$ cat src/rtl/imem_pkg.sv
// Shared definitions for the instruction-memory loader: FSM encoding, header width,
// instruction word size and the per-state status-flag decode.
package imem_pkg;

    localparam int LEN_W      = 16;
    localparam int WORD_BYTES = 4;

    typedef enum logic [2:0] {
        IDLE,
        LEN_HI,
        LEN_LO,
        DATA,
        CSUM,
        DONE,
        ERROR
    } state_t;

    // Status outputs held while resident in a state: {ready, cpu_hold, done, error}.
    function automatic logic [3:0] state_flags(input state_t s);
        case (s)
            LEN_HI, LEN_LO, DATA, CSUM: state_flags = 4'b1100;
            DONE:                       state_flags = 4'b0010;
            ERROR:                      state_flags = 4'b0101;
            default:                    state_flags = 4'b0100;
        endcase
    endfunction

endpackage

$ cat src/rtl/imem_loader_if.sv
// Byte-stream (valid/ready) and instruction-memory byte-write bundles used by imem_loader.
interface imem_stream_if;
    logic       valid;
    logic [7:0] data;
    logic       ready;

    modport master (output valid, output data, input ready);
    modport slave  (input valid, input data, output ready);
endinterface

interface imem_wr_if #(
    parameter int ADDR_W = 10
);
    logic              we;
    logic [ADDR_W-1:0] addr;
    logic [7:0]        wdata;

    modport master (output we, output addr, output wdata);
    modport slave  (input we, input addr, input wdata);
endinterface

$ cat src/rtl/imem_loader.sv
// Loads a length-prefixed big-endian program byte stream into instruction memory and holds the
// CPU until the image is complete. Optional trailing XOR checksum via IMEM_LOADER_CHECKSUM_EN.
//
// state  | meaning
// IDLE   | after reset, waiting for start
// LEN_HI | expecting length bits 15:8
// LEN_LO | expecting length bits 7:0, then validate
// DATA   | writing data bytes to consecutive addresses
// CSUM   | expecting XOR checksum of the data bytes
// DONE   | image complete, CPU released
// ERROR  | bad length or checksum, CPU held
module imem_loader
    import imem_pkg::*;
#(
    parameter int ADDR_W    = 10,
    parameter int BASE_ADDR = 0
) (
    input  logic            clk,
    input  logic            rst_n,
    input  logic            start,
    imem_stream_if.slave    s,
    imem_wr_if.master       mem,
    output logic            cpu_hold,
    output logic            done,
    output logic            error,
    output logic [ADDR_W:0] byte_count
);

    localparam int MEM_CAP = (1 << ADDR_W) - BASE_ADDR;
    localparam int ALIGN_W = $clog2(WORD_BYTES);

    state_t           state;
    logic [7:0]       len_hi;
    logic [LEN_W-1:0] len;
    logic [7:0]       csum;

    logic             xfer;
    logic [LEN_W-1:0] len_full;
    logic             last_byte;

    assign xfer      = s.valid && s.ready;
    assign len_full  = {len_hi, s.data};
    assign last_byte = (LEN_W'(byte_count) + LEN_W'(1)) == len;

    always_ff @(posedge clk) begin
        if (!rst_n) begin
            state                           <= IDLE;
            {s.ready, cpu_hold, done, error} <= state_flags(IDLE);
            mem.we                          <= 1'b0;
            mem.addr                        <= ADDR_W'(BASE_ADDR);
            mem.wdata                       <= 8'h00;
            byte_count                      <= '0;
            len_hi                          <= 8'h00;
            len                             <= '0;
            csum                            <= 8'h00;
        end else begin
            mem.we <= 1'b0;
            case (state)
                IDLE, DONE, ERROR: begin
                    if (start) begin
                        state                           <= LEN_HI;
                        {s.ready, cpu_hold, done, error} <= state_flags(LEN_HI);
                        byte_count                      <= '0;
                        csum                            <= 8'h00;
                    end
                end
                LEN_HI: begin
                    if (xfer) begin
                        len_hi <= s.data;
                        state  <= LEN_LO;
                    end
                end
                LEN_LO: begin
                    if (xfer) begin
                        len <= len_full;
                        // Zero length completes immediately; misaligned or oversize images are rejected.
                        if (len_full == '0) begin
                            state                           <= DONE;
                            {s.ready, cpu_hold, done, error} <= state_flags(DONE);
                        end else if ((len_full[ALIGN_W-1:0] != '0) ||
                                     (32'(len_full) > 32'(MEM_CAP))) begin
                            state                           <= ERROR;
                            {s.ready, cpu_hold, done, error} <= state_flags(ERROR);
                        end else begin
                            state <= DATA;
                        end
                    end
                end
                DATA: begin
                    if (xfer) begin
                        mem.we     <= 1'b1;
                        mem.addr   <= ADDR_W'(BASE_ADDR) + byte_count[ADDR_W-1:0];
                        mem.wdata  <= s.data;
                        byte_count <= byte_count + (ADDR_W+1)'(1);
                        csum       <= csum ^ s.data;
                        if (last_byte) begin
`ifdef IMEM_LOADER_CHECKSUM_EN
                            state <= CSUM;
`else
                            // done is presented in the same cycle as the final write.
                            state                           <= DONE;
                            {s.ready, cpu_hold, done, error} <= state_flags(DONE);
`endif
                        end
                    end
                end
                CSUM: begin
                    if (xfer) begin
                        if (s.data == csum) begin
                            state                           <= DONE;
                            {s.ready, cpu_hold, done, error} <= state_flags(DONE);
                        end else begin
                            state                           <= ERROR;
                            {s.ready, cpu_hold, done, error} <= state_flags(ERROR);
                        end
                    end
                end
                default: begin
                    state                           <= IDLE;
                    {s.ready, cpu_hold, done, error} <= state_flags(IDLE);
                end
            endcase
        end
    end

endmodule

$ cat src/flat_wrapper.sv
// flat-port wrapper written by rule: the top's interface ports become plain ports
module imem_loader_flat import imem_pkg::*;
#(
    parameter int ADDR_W    = 10,
    parameter int BASE_ADDR = 0
)
  (clk, rst_n, start, cpu_hold, done, error, byte_count, s_valid, s_data, s_ready, mem_we, mem_addr, mem_wdata);
  imem_stream_if s_i ();
  imem_wr_if #(.ADDR_W(ADDR_W)) mem_i ();
  input  logic clk;
  input  logic rst_n;
  input  logic start;
  output logic cpu_hold;
  output logic done;
  output logic error;
  output logic [ADDR_W:0] byte_count;
  input wire logic [$bits(s_i.valid)-1:0] s_valid;
  input wire logic [$bits(s_i.data)-1:0] s_data;
  output wire logic [$bits(s_i.ready)-1:0] s_ready;
  output wire logic [$bits(mem_i.we)-1:0] mem_we;
  output wire logic [$bits(mem_i.addr)-1:0] mem_addr;
  output wire logic [$bits(mem_i.wdata)-1:0] mem_wdata;
  assign s_i.valid = s_valid;
  assign s_i.data = s_data;
  assign s_ready = s_i.ready;
  assign mem_we = mem_i.we;
  assign mem_addr = mem_i.addr;
  assign mem_wdata = mem_i.wdata;
  imem_loader #(.ADDR_W(ADDR_W), .BASE_ADDR(BASE_ADDR)) u_core (.clk(clk), .rst_n(rst_n), .start(start), .s(s_i), .mem(mem_i), .cpu_hold(cpu_hold), .done(done), .error(error), .byte_count(byte_count));
endmodule
$ cat config.mk
export PLATFORM = sky130hd
export DESIGN_NAME = imem_loader_flat
export DESIGN_NICKNAME = d
export VERILOG_FILES = /design/src/rtl/imem_pkg.sv /design/src/rtl/imem_loader_if.sv /design/src/rtl/imem_loader.sv /design/src/flat_wrapper.sv
export SDC_FILE = /design/constraint.sdc
export NUM_CORES = 1
export LEC_CHECK = 0
export CORE_ASPECT_RATIO = 0.5
export CORE_MARGIN = 4
export CORE_UTILIZATION = 59
export CTS_CLUSTER_DIAMETER = 150
export CTS_CLUSTER_SIZE = 12
export DETAILED_ROUTE_END_ITERATION = 8
export PLACE_DENSITY_LB_ADDON = 0.05
export SLEW_MARGIN = 40
export SYNTH_ARGS = -nofsm -noshare
export SYNTH_HDL_FRONTEND = slang
export SYNTH_SLANG_ARGS = --single-unit
export TNS_END_PERCENT = 10
$ cat constraint.sdc
create_clock -name clk -period 8 [get_ports clk]
set_input_delay 1.6 -clock clk [delete_from_list [all_inputs] [get_ports clk]]
set_output_delay 1.6 -clock clk [all_outputs]
set_load 0.01 [all_outputs]
==> After elaboration in Yosys (flattened, before gate mapping) <==
Index checks and enable logic that the tools add are counted.
W data, S select, Z words.
{ "totals": {"reg_bits": 69, "latch_bits": 0, "ram_bits": 0, "mem_bits_ro": 0, "in_bits": 12, "out_inout_bits": 34, "elab_cells": 86, "memories": 0} }
{ "op_classes": {"add_sub_neg": 2, "mul": 0, "n_div": 0, "n_lt_le_gt_ge": 1, "eq_ne": 15, "shifts": 0, "n_mux": 40, "bitwise_logic": 2, "n_reduce_logical": 14} }
{ "op_table": {"columns": ["op", "n"], "rows": [
  ["$mux W3", 8],
  ["$mux W11", 2],
  ["$pmux W11 S2", 1],
  ["$mux W1", 20],
  ["$pmux W1 S5", 4],
  ["$eq A16 B16 Y1", 1],
  ["$gt A16 B11 Y1 const B", 1],
  ["$logic_not A16 Y1", 1],
  ["$mux W8", 2],
  ["$pmux W8 S2", 1],
  ["$pmux W3 S5", 1],
  ["$add A11 B1 Y12 const B", 1],
  ["$add A11 B1 Y11 const B", 1],
  ["$ne A2 B1 Y1 const B", 5],
  ["$eq A3 B3 Y1 const B", 3],
  ["$eq A8 B8 Y1", 1],
  ["$reduce_and A2 Y1", 4],
  ["$xor A8 B8 Y8", 1],
  ["$reduce_and A7 Y1", 1],
  ["$eq A3 B2 Y1 const B", 2],
  ["$reduce_and A6 Y1", 1],
  ["$reduce_bool A2 Y1", 2],
  ["$eq A3 B1 Y1 const B", 1],
  ["$logic_not A3 Y1", 1],
  ["other kinds (8)", 8]
]} }

==> Longest topological paths before layout <==
Gate-level depths: netlist of the first run.
{ "depth": {"word_depth": 6, "depth_mapped": 9, "ltp_nobuf": 8} }

==> Worst setup path after synthesis of the first run <==
OpenSTA, ideal clock, no wires.
{ "synth_path": {"kind": "input-to-reg", "start": "in start", "end": "reg u_core.cpu_hold", "arrival_time_ns": 3.346, "slack_ns": 4.533, "cell_stages": 7, "path_cell_list": "or3b_2 o311a_1 o21ai_0 o311a_1 a211oi_4 and2b_4 mux2_4"} }
{ "synth_via": {"elab_chain_cells": 2} }
{ "synth_rtl": {"columns": ["item", "line_no", "source"], "rows": [
  ["start, declared", "flat_wrapper.sv:12", "input logic start;"],
  ["$ne A2 B2 Y1 (no source line)", null, null],
  ["$reduce_and A7 Y1 (no source line)", null, null],
  ["end signal, assigned", "imem_loader.sv:48", "{s.ready, cpu_hold, done, error} <= state_flags(IDLE);"],
  ["end signal, assigned", "imem_loader.sv:62", "{s.ready, cpu_hold, done, error} <= state_flags(LEN_HI);"],
  ["end signal, assigned", "imem_loader.sv:79", "{s.ready, cpu_hold, done, error} <= state_flags(DONE);"],
  ["end, declared", "imem_loader.sv:23", "output logic cpu_hold,"]
]} }
Every way passes these cells.
A chain may end at the register's enable or synchronous reset.

==> Worst setup path in the final report of the first run <==
{ "layout_path": {"start": "in s_valid", "end": "reg u_core.cpu_hold"} }
{ "layout_via": {"elab_chain_cells": 3, "elab_cells_between_ends": 5, "cone_classes": "eq/ne: 3; reduce/logical: 2"} }
{ "layout_rtl": {"columns": ["item", "line_no", "source"], "rows": [
  ["start, declared", "flat_wrapper.sv:17", "input wire logic [$bits(s_i.valid)-1:0] s_valid;"],
  ["$logic_and A1 B1 Y1 *", "imem_loader.sv:41", "assign xfer = s.valid && s.ready;"],
  ["$ne A2 B1 Y1 (no source line)", null, null],
  ["$reduce_and A7 Y1 (no source line) *", null, null]
]} }
Every way passes the cells marked *; elsewhere a longest branch is shown, timed or not.

==> metrics.md, run 1 <==
| Metric | Value |
|---|---|
| Effective utilization at floorplan | 0.6146 |
| Count of antenna-violating nets left after detailed routing | 0 |
| Clock slew at reported path FFs | 50 ps |
| Residual overflow from global routing | 0 |
| Rows | 19 |
| Commonest cells post-synth | sky130_fd_sc_hd__nand2_1, sky130_fd_sc_hd__dfxtp_1, sky130_fd_sc_hd__a21oi_1 |
| Cells traversed along the worst timing path | clkdlybuf4s50_1 -> nand2_1 -> a211oi_1 -> o21ai_0 -> o311a_1 -> a211oi_4 -> and2b_4 -> mux2_4 |
| Nets in the synthesized netlist | 460 |
| Startpoint of the lowest-slack register-to-register path | u_core.byte_count[0] |
| Final Max Tran Viols | 0 |
| Routed len/inst | 16.66 um |
| Count of hold-fix buffers inserted at cts | 0 |
| Critical Path RT | 8220 ps |
| Antenna violations before repair | 0 |
| Avg Vias per Cell | 6.069 |
| Main area contributors after synthesis | sky130_fd_sc_hd__dfxtp_1, sky130_fd_sc_hd__nand2_1, sky130_fd_sc_hd__a21oi_1, sky130_fd_sc_hd__nor2_1, sky130_fd_sc_hd__mux2i_1 |
| Multiplexer share of the synthesized area | 0.03396 |
| Number of flops mapped to enable cells by yosys | 0 |
| Power density over the cells | 245.2 mW/mm^2 |
| Area of the core | 0.005515 mm^2 |
| Synthesis-stage register bit count | 69 |
| Top FF cell, synth | sky130_fd_sc_hd__dfxtp_1 |
| Root buf cell | sky130_fd_sc_hd__clkbuf_16 |
| Fin crit share | 0.4859 |
| Post-detailed-route DRC marker count | 0 |
| Layout cells sized above 1 | 0.06499 |
| Die footprint | 0.007095 mm^2 |
| Number of distinct library cell variants in the gate-level netlist after synthesis | 56 |
| Sequential fraction of the synthesis area | 0.4075 |
| Die width | 115.2 um |
| Kind of end point of the critical path | register |
| Critical path class | input port to register |
| Leading cell type by number of instances after synthesis | sky130_fd_sc_hd__nand2_1 |
| Total global routing track utilization | 0.2673 |
| Cell type contributing the most total cell area after synthesis | sky130_fd_sc_hd__dfxtp_1 |
| Via count of the first global-routing pass | 3,042 |
| Maximum capacitance violations | 0 |
| Result of the run | complete, no violations |
| Arr. time, crit path | 4110 ps |
| Family with the most delay on the worst path | compound AO/OA/AOI/OAI gates |
| Worst setup slack after placement | 3813 ps |
| Number of vias after detailed routing | 3,338 |
| Post-CTS setup buffer count | 0 |
| Largest family of logic cells by synthesized area | simple AND/OR/NAND/NOR gates |
| Post-CTS resize count | 0 |
| Count of pins on the block boundary | 46 |
| TritonCTS clock tree | built |
| Worst Clk Skew | 8.313 ps |
| Global-route wire length before repair | 14,480 um |
| Routability cong. | 0.9184 |
| Achievable frequency | 0.2573 GHz |
| Maximum level of the CTS H-tree | 3 |
| Compound-Gate Fraction of Synth Area | 0.1901 |
| Antenna diode count | 0 |
| Die Height | 61.60 um |
| Yosys warns | 0 |
| Post-synthesis cell area | 0.003390 mm^2 |
| Critical path buffers and inverters | 1 |
| Worst setup path startpoint | s_valid |
| Hold path start | u_core.mem.wdata[5] |
| Final net count | 485 |
| Setup repair after global routing missed its margin | no |
| Clock sink total | 69 |
| Leakage power of the design | 1.461 nW |
| Area overhead of the layout relative to synthesis | 22.67% |
| IR drop worst, VDD | 0.1946 mV |
| Worst-Margin Slew | 699.3 ps |
| Setup TNS after final layout | 0 ps |
| Synthesized-area fraction occupied by xor and xnor cells | 0.03618 |
| Cells after Synth | 447 |
| DRC marker count from the first detailed-route iteration | 453 |
| Post-detail-place hpwl | 6382 um |
| Total clock buffers created by CTS | 9 |
| Port buffer count | 45 |
| # setup viols final | 0 |
| Cell with the largest stage delay on the worst path | sky130_fd_sc_hd__clkdlybuf4s50_1 |
| Slowest cell delay on critical path | 540 ps |
| Buffer levels on the longest clock path | 2 |
| DR pass1 iterations | 8 |
| Clock latency reported for the late side of the worst-skew pair | 340 ps |
| Met2 wirelength from detailed routing | 3996 um |
| Total Wirelength | 9164 um |
| Wire length on met1 | 4433 um |
| Maximum number of pins on one net before global-route repair | 65 |
| Async set-reset flop share out of synthesis | 0 |
| Met3 wire length | 644 um |
| Kind of path behind the tightest hold check | register to register |
| Maximum fanout along the worst path | 9 |
| Top routing layer used | met4 |
| Share of synthesized cell area in and, or, nand and nor gates | 0.2839 |
| Fin. Hold Viols | 0 |
| Mean area per synthesized cell | 7.583 um^2 |
| Final Worst Setup Slack | 4113 ps |
| Startpoint kind of the worst setup timing path | input port |
| Adder-Cell Fraction of Synth Area | 0.003691 |
| Share of the synthesized area in the top cell type | 0.4075 |
| Slew margin rel. | 0.5327 |
| Shortest clock period the worst path allows after layout | 3887 ps |
-- power by group --
group	switching (mW)	total (mW)	internal [mW]
registers	0.0260	0.386	0.360
logic	0.115	0.195	0.0806
clock network	0.155	0.439	0.284
-- path summary, 6_finish.rpt --
path                                             to  slack (ps)  depth (start not counted)
worst max-delay path                u_core.cpu_hold        4110                          8
worst min-delay path            u_core.mem.wdata[5]         450                          2
worst max register to register      u_core.cpu_hold        4800                          8
worst min register to register  u_core.mem.wdata[5]         450                          2
-- worst register-to-register path, cell delays in order, from the launching register on --
cell and delay (ps):
sky130_fd_sc_hd__dfxtp_1 530, sky130_fd_sc_hd__ha_1 450, sky130_fd_sc_hd__nand2_1 110, sky130_fd_sc_hd__or3_1 370, sky130_fd_sc_hd__a2111oi_2 420, sky130_fd_sc_hd__o2111ai_1 250
sky130_fd_sc_hd__a211oi_4 400, sky130_fd_sc_hd__and2b_4 240, sky130_fd_sc_hd__mux2_4 300
-- routing by layer --
metal | global-route usage | vias to the layer above
li1 | - | 1597
met1 | 0.3603 | 1589
met3 | 0.07753 | 11
met2 | 0.4137 | 141
met4 | 0.09866 | 0
met5 | 0 | -
-- registers in the layout (all words and copies together) (netlist names), 3 cells and up --
register / flops
u_core.byte_count: 11
u_core.mem.addr: 10
u_core.csum: 8
u_core.len: 16
u_core.len_hi: 8
u_core.mem.wdata: 8
u_core.state: 3
-- placed cells by master, fill, tap and decap left out, types with 4 or more instances in the layout --
| master | netlist | routed |
|---|---|---|
| sky130_fd_sc_hd__o21ai_0 | 14 | 14 |
| sky130_fd_sc_hd__and2_1 | 4 | 4 |
| sky130_fd_sc_hd__nand2b_1 | 9 | 9 |
| sky130_fd_sc_hd__nand3_1 | 15 | 14 |
| sky130_fd_sc_hd__a21oi_1 | 64 | 64 |
| sky130_fd_sc_hd__mux2i_1 | 10 | 10 |
| sky130_fd_sc_hd__nor2_1 | 47 | 46 |
| sky130_fd_sc_hd__xor2_1 | 6 | 6 |
| sky130_fd_sc_hd__inv_1 | 7 | 7 |
| sky130_fd_sc_hd__nand4_1 | 6 | 6 |
| sky130_fd_sc_hd__nand2_1 | 89 | 89 |
| sky130_fd_sc_hd__nor3_1 | 8 | 8 |
| sky130_fd_sc_hd__xnor2_1 | 8 | 8 |
| sky130_fd_sc_hd__dfxtp_1 | 69 | 69 |
| sky130_fd_sc_hd__o22ai_1 | 4 | 4 |
| sky130_fd_sc_hd__clkbuf_16 | 0 | 9 |
| sky130_fd_sc_hd__clkdlybuf4s50_1 | 0 | 45 |
| sky130_fd_sc_hd__nor4_1 | 5 | 5 |
-- final cells by class --
class / instances / area [um^2]
inverter: 8 / 32.53
clock inverter: 6 / 93.84
clock buffer: 10 / 239.0
fill: 420 / 1358
multi-input combinational: 339 / 1869
sequential: 69 / 1381
tap: 73 / 91.34
timing repair buffer: 45 / 450.4
-- metrics by stage --
step / power (mW) / instances / instance area [um^2] / hold slack [ps] / util
after global routing: 1.060 / 550 / 4158 / 469.9 / 0.7539
after floorplan: 0.5282 / 447 / 3390 / 436.0 / -
final: 1.020 / 550 / 4158 / 454.5 / 0.7539
after global placement: 0.5778 / 534 / 3812 / 443.0 / 0.6912
after CTS: 1.017 / 550 / 4158 / 456.9 / 0.7539
after detailed placement: 0.5847 / 534 / 3825 / 448.9 / 0.6935
-- cell families (layout without fill, tap and decap cells) --
kind of cell / Yosys count / count (layout)
adders and majority gates: 1 / 1
xor gates and xnor gates: 14 / 14
and+or+nand+nor: 206 / 206
buffers and inverters: 39 / 69
muxes: 11 / 11
AOI/OAI and AO/OA: 107 / 107
DFF: 69 / 69
Note: power is estimated with default switching activity, not from simulation.
==> run 2: changes to the inputs <==
CORE_UTILIZATION = 55   (was 59)
clock period = 4 ns   (was 8 ns; I/O delays follow)
==> run 2 against run 1 <==
Compared with the run above:
- largest power group unchanged
- combinational power rose by 100%
- critical path depth unchanged
- first-iteration DRC count decreased by 12%
- largest cell class unchanged
- total power increased by 92%
- highest routed layer unchanged
==> metrics.md, run 2 (synthesis gave the netlist of run 1 again) <==
| Metric | Value |
|---|---|
| Buffer levels on the longest clock path | 2 (unchanged) |
| Count of antenna-violating nets left after detailed routing | 0 (unchanged) |
| Post-detailed-route DRC marker count | 0 (unchanged) |
| Power density over the cells | 473.4 mW/mm^2 (was 245.2 mW/mm^2) |
| Number of cells in the design after placement | 547 (was 534) |
| Hold path endpoint | u_core.mem.wdata[5] (unchanged) |
| Avg Vias per Cell | 5.943 (was 6.069) |
| Die Height | 63.51 um (was 61.60 um) |
| Worst-Margin Slew | 704.6 ps (was 699.3 ps) |
| Startpoint of the lowest-slack register-to-register path | u_core.byte_count[0] (unchanged) |
| Routed len/inst | 17.00 um (was 16.66 um) |
| Count of pins on the block boundary | 46 (unchanged) |
| Final Util | 0.7233 (was 0.7539) |
| Total clock buffers created by CTS | 9 (unchanged) |
| Area overhead of the layout relative to synthesis | 22.26% (was 22.67%) |
| IR drop worst, VDD | 0.3426 mV (was 0.1946 mV) |
| Hold WS | 454.5 ps (about the same) |
| Die footprint | 0.007559 mm^2 (was 0.007095 mm^2) |
| Setup repair after global routing missed its margin | no (unchanged) |
| Flip-flop count of the largest register after layout | 16 (unchanged) |
| Rows | 19 (unchanged) |
| Maximum fanout along the worst path | 11 (was 9) |
| Fin. Hold Viols | 0 (unchanged) |
| Final cell count without fillers | 563 (was 550) |
| Port buffer count | 45 (unchanged) |
| TritonCTS clock tree | built (unchanged) |
| Shortest clock period the worst path allows after layout | 3166 ps |
| Leakage power of the design | 1.457 nW (was 1.461 nW) |
| Maximum level of the CTS H-tree | 3 (unchanged) |
| Area of the core | 0.005729 mm^2 (was 0.005515 mm^2) |
| Slew margin rel. | 0.5267 (was 0.5327) |
| Hold path start | u_core.mem.wdata[5] (unchanged) |
| Fill cell count | 459 (was 420) |
| Slowest cell delay on critical path | 500 ps (was 540 ps) |
| Effective utilization at floorplan | 0.5916 (was 0.6146) |
| DR pass1 iterations | 5 (was 8) |
| Via count of the first global-routing pass | 3,139 (was 3,042) |
| Root buf cell | sky130_fd_sc_hd__clkbuf_16 (unchanged) |
| Count of hold-fix buffers inserted at cts | 0 (unchanged) |
| Residual overflow from global routing | 0 (unchanged) |
| Critical Path RT | 4220 ps (was 8220 ps) |
| Reg2Reg Capture Point | u_core.cpu_hold (unchanged) |
| Total Wirelength | 9573 um (was 9164 um) |
| Critical path buffers and inverters | 0 (was 1) |
| Kind of path behind the tightest hold check | register to register (unchanged) |
| Commonest non-fill, non-tap cell in the layout | sky130_fd_sc_hd__nand2_1 (unchanged) |
| Antenna diode count | 0 (unchanged) |
| Antenna violations before repair | 0 (unchanged) |
| Most frequent cells in the layout | sky130_fd_sc_hd__nand2_1, sky130_fd_sc_hd__dfxtp_1, sky130_fd_sc_hd__a21oi_1 (unchanged) |
| Post-CTS setup buffer count | 0 (unchanged) |
| Clock sink total | 69 (unchanged) |
| Number of vias after detailed routing | 3,346 (was 3,338) |
| # setup viols final | 0 (unchanged) |
| Layout cells sized above 1 | 0.06263 (was 0.06499) |
| Finished Cell Area | 0.004144 mm^2 (was 0.004158 mm^2) |
| Routability cong. | 0.9404 (was 0.9184) |
| Setup TNS after final layout | 0 ps (unchanged) |
| Worst Hold Depth | 2 (unchanged) |
| Maximum number of pins on one net before global-route repair | 65 (unchanged) |
| Die width | 119.0 um (was 115.2 um) |
| Worst Clk Skew | 6.451 ps (was 8.313 ps) |
| Cells traversed along the worst timing path | ha_1 -> nand2_1 -> or3_1 -> a2111oi_2 -> o2111ai_1 -> a211oi_4 -> and2b_4 -> mux2_4 (was clkdlybuf4s50_1 -> nand2_1 -> a211oi_1 -> o21ai_0 -> o311a_1 -> a211oi_4 -> and2b_4 -> mux2_4) |
| DRC marker count from the first detailed-route iteration | 398 (was 453) |
| Instance area after placement | 0.003841 mm^2 (was 0.003825 mm^2) |
| Reg2reg path depth | 8 (unchanged) |
| Maximum capacitance violations | 0 (unchanged) |
| Achievable frequency | 0.3159 GHz |
| Arr. time, crit path | 3390 ps (was 4110 ps) |
| Cell with the largest stage delay on the worst path | sky130_fd_sc_hd__dfxtp_1 (was sky130_fd_sc_hd__clkdlybuf4s50_1) |
| Startpoint kind of the worst setup timing path | register (was input port) |
| Largest registers | u_core.len: 16 flops, u_core.byte_count: 11 flops, u_core.mem.addr: 10 flops (unchanged) |
| Global-route wire length before repair | 15,790 um (was 14,480 um) |
| Kind of end point of the critical path | register (unchanged) |
| Post-detail-place hpwl | 6593 um (was 6382 um) |
| Post-CTS resize count | 0 (unchanged) |
| Worst-case register-to-register setup slack | 830 ps (was 4800 ps) |
| Critical path class | register to register (was input port to register) |
| Clock latency reported for the late side of the worst-skew pair | 340 ps (about the same) |
| Final Max Tran Viols | 0 (unchanged) |
| Total global routing track utilization | 0.2654 (was 0.2673) |
| Fin crit share | 0.7915 |
| Result of the run | complete, no violations (unchanged) |
| Family with the most delay on the worst path | compound AO/OA/AOI/OAI gates (unchanged) |
| Final net count | 487 (was 485) |
| Reg with most FFs | u_core.len (unchanged) |
| Clock slew at reported path FFs | 60 ps (was 50 ps) |
[run 2: cell types whose count changed in the layout (fill, tap and decap cells not counted), sizes merged]
| cell | previous run | this run |
|---|---|---|
| clkinv | 1 | 3 |
| inv | 10 | 8 |
| buf | 0 | 2 |
| clkbuf | 10 | 11 |
| bufinv | 2 | 1 |
[run 2: report_power, final]
part	total [mW]	internal, mW	switching (mW)
registers	0.771	0.719	0.0516
clock network	0.799	0.500	0.298
logic	0.392	0.161	0.231
total	1.96	1.38	0.581
[run 2: per-layer routing]
metal / vias up / global-route usage / wire (um)
li1: 1600 / - / -
met1: 1540 / 0.3543 / 4300
met2: 186 / 0.4125 / 4134
met3: 20 / 0.08043 / 996
met4: 0 / 0.08225 / 140
met5: - / 0 / 0
[run 2: final cells by class]
type                    instances  area [um^2]  share of cell area
multi-input cells             339         1857              0.4481
flip-flops and latches         69         1381              0.3333
repair buffers                 47        465.4              0.1123
clock buffers                  11        242.7             0.05857
well taps                      84        105.1             0.02536
clock inverters                 5        60.06             0.01449
inverters                       8        32.53            0.007850
[run 2: metrics by stage]
stage	power [mW]	setup slack, ps
global placement	1.158	737.4
finish	1.962	834.2
detailed placement	1.167	655.1
floorplan	1.056	1333
global route	2.054	628.9
CTS	1.965	853.1
[run 2: how the worst max path moves through the flow]
stage                               startpoint              end  depth (start not counted)
after floorplan                          start  u_core.cpu_hold                          7
after CTS                 u_core.byte_count[0]  u_core.cpu_hold                          8
after global placement                 s_valid  u_core.cpu_hold                          8
final                     u_core.byte_count[0]  u_core.cpu_hold                          8
after global routing      u_core.byte_count[0]  u_core.cpu_hold                          8
after detailed placement               s_valid  u_core.cpu_hold                          8
[run 2: worst reg2reg max path: stages (launching register included)]
cell	delay, ps
sky130_fd_sc_hd__dfxtp_1	500
sky130_fd_sc_hd__ha_1	450
sky130_fd_sc_hd__nand2_1	120
sky130_fd_sc_hd__or3_1	380
sky130_fd_sc_hd__a2111oi_2	430
sky130_fd_sc_hd__o2111ai_1	240
sky130_fd_sc_hd__a211oi_4	410
sky130_fd_sc_hd__and2b_4	250
sky130_fd_sc_hd__mux2_4	290
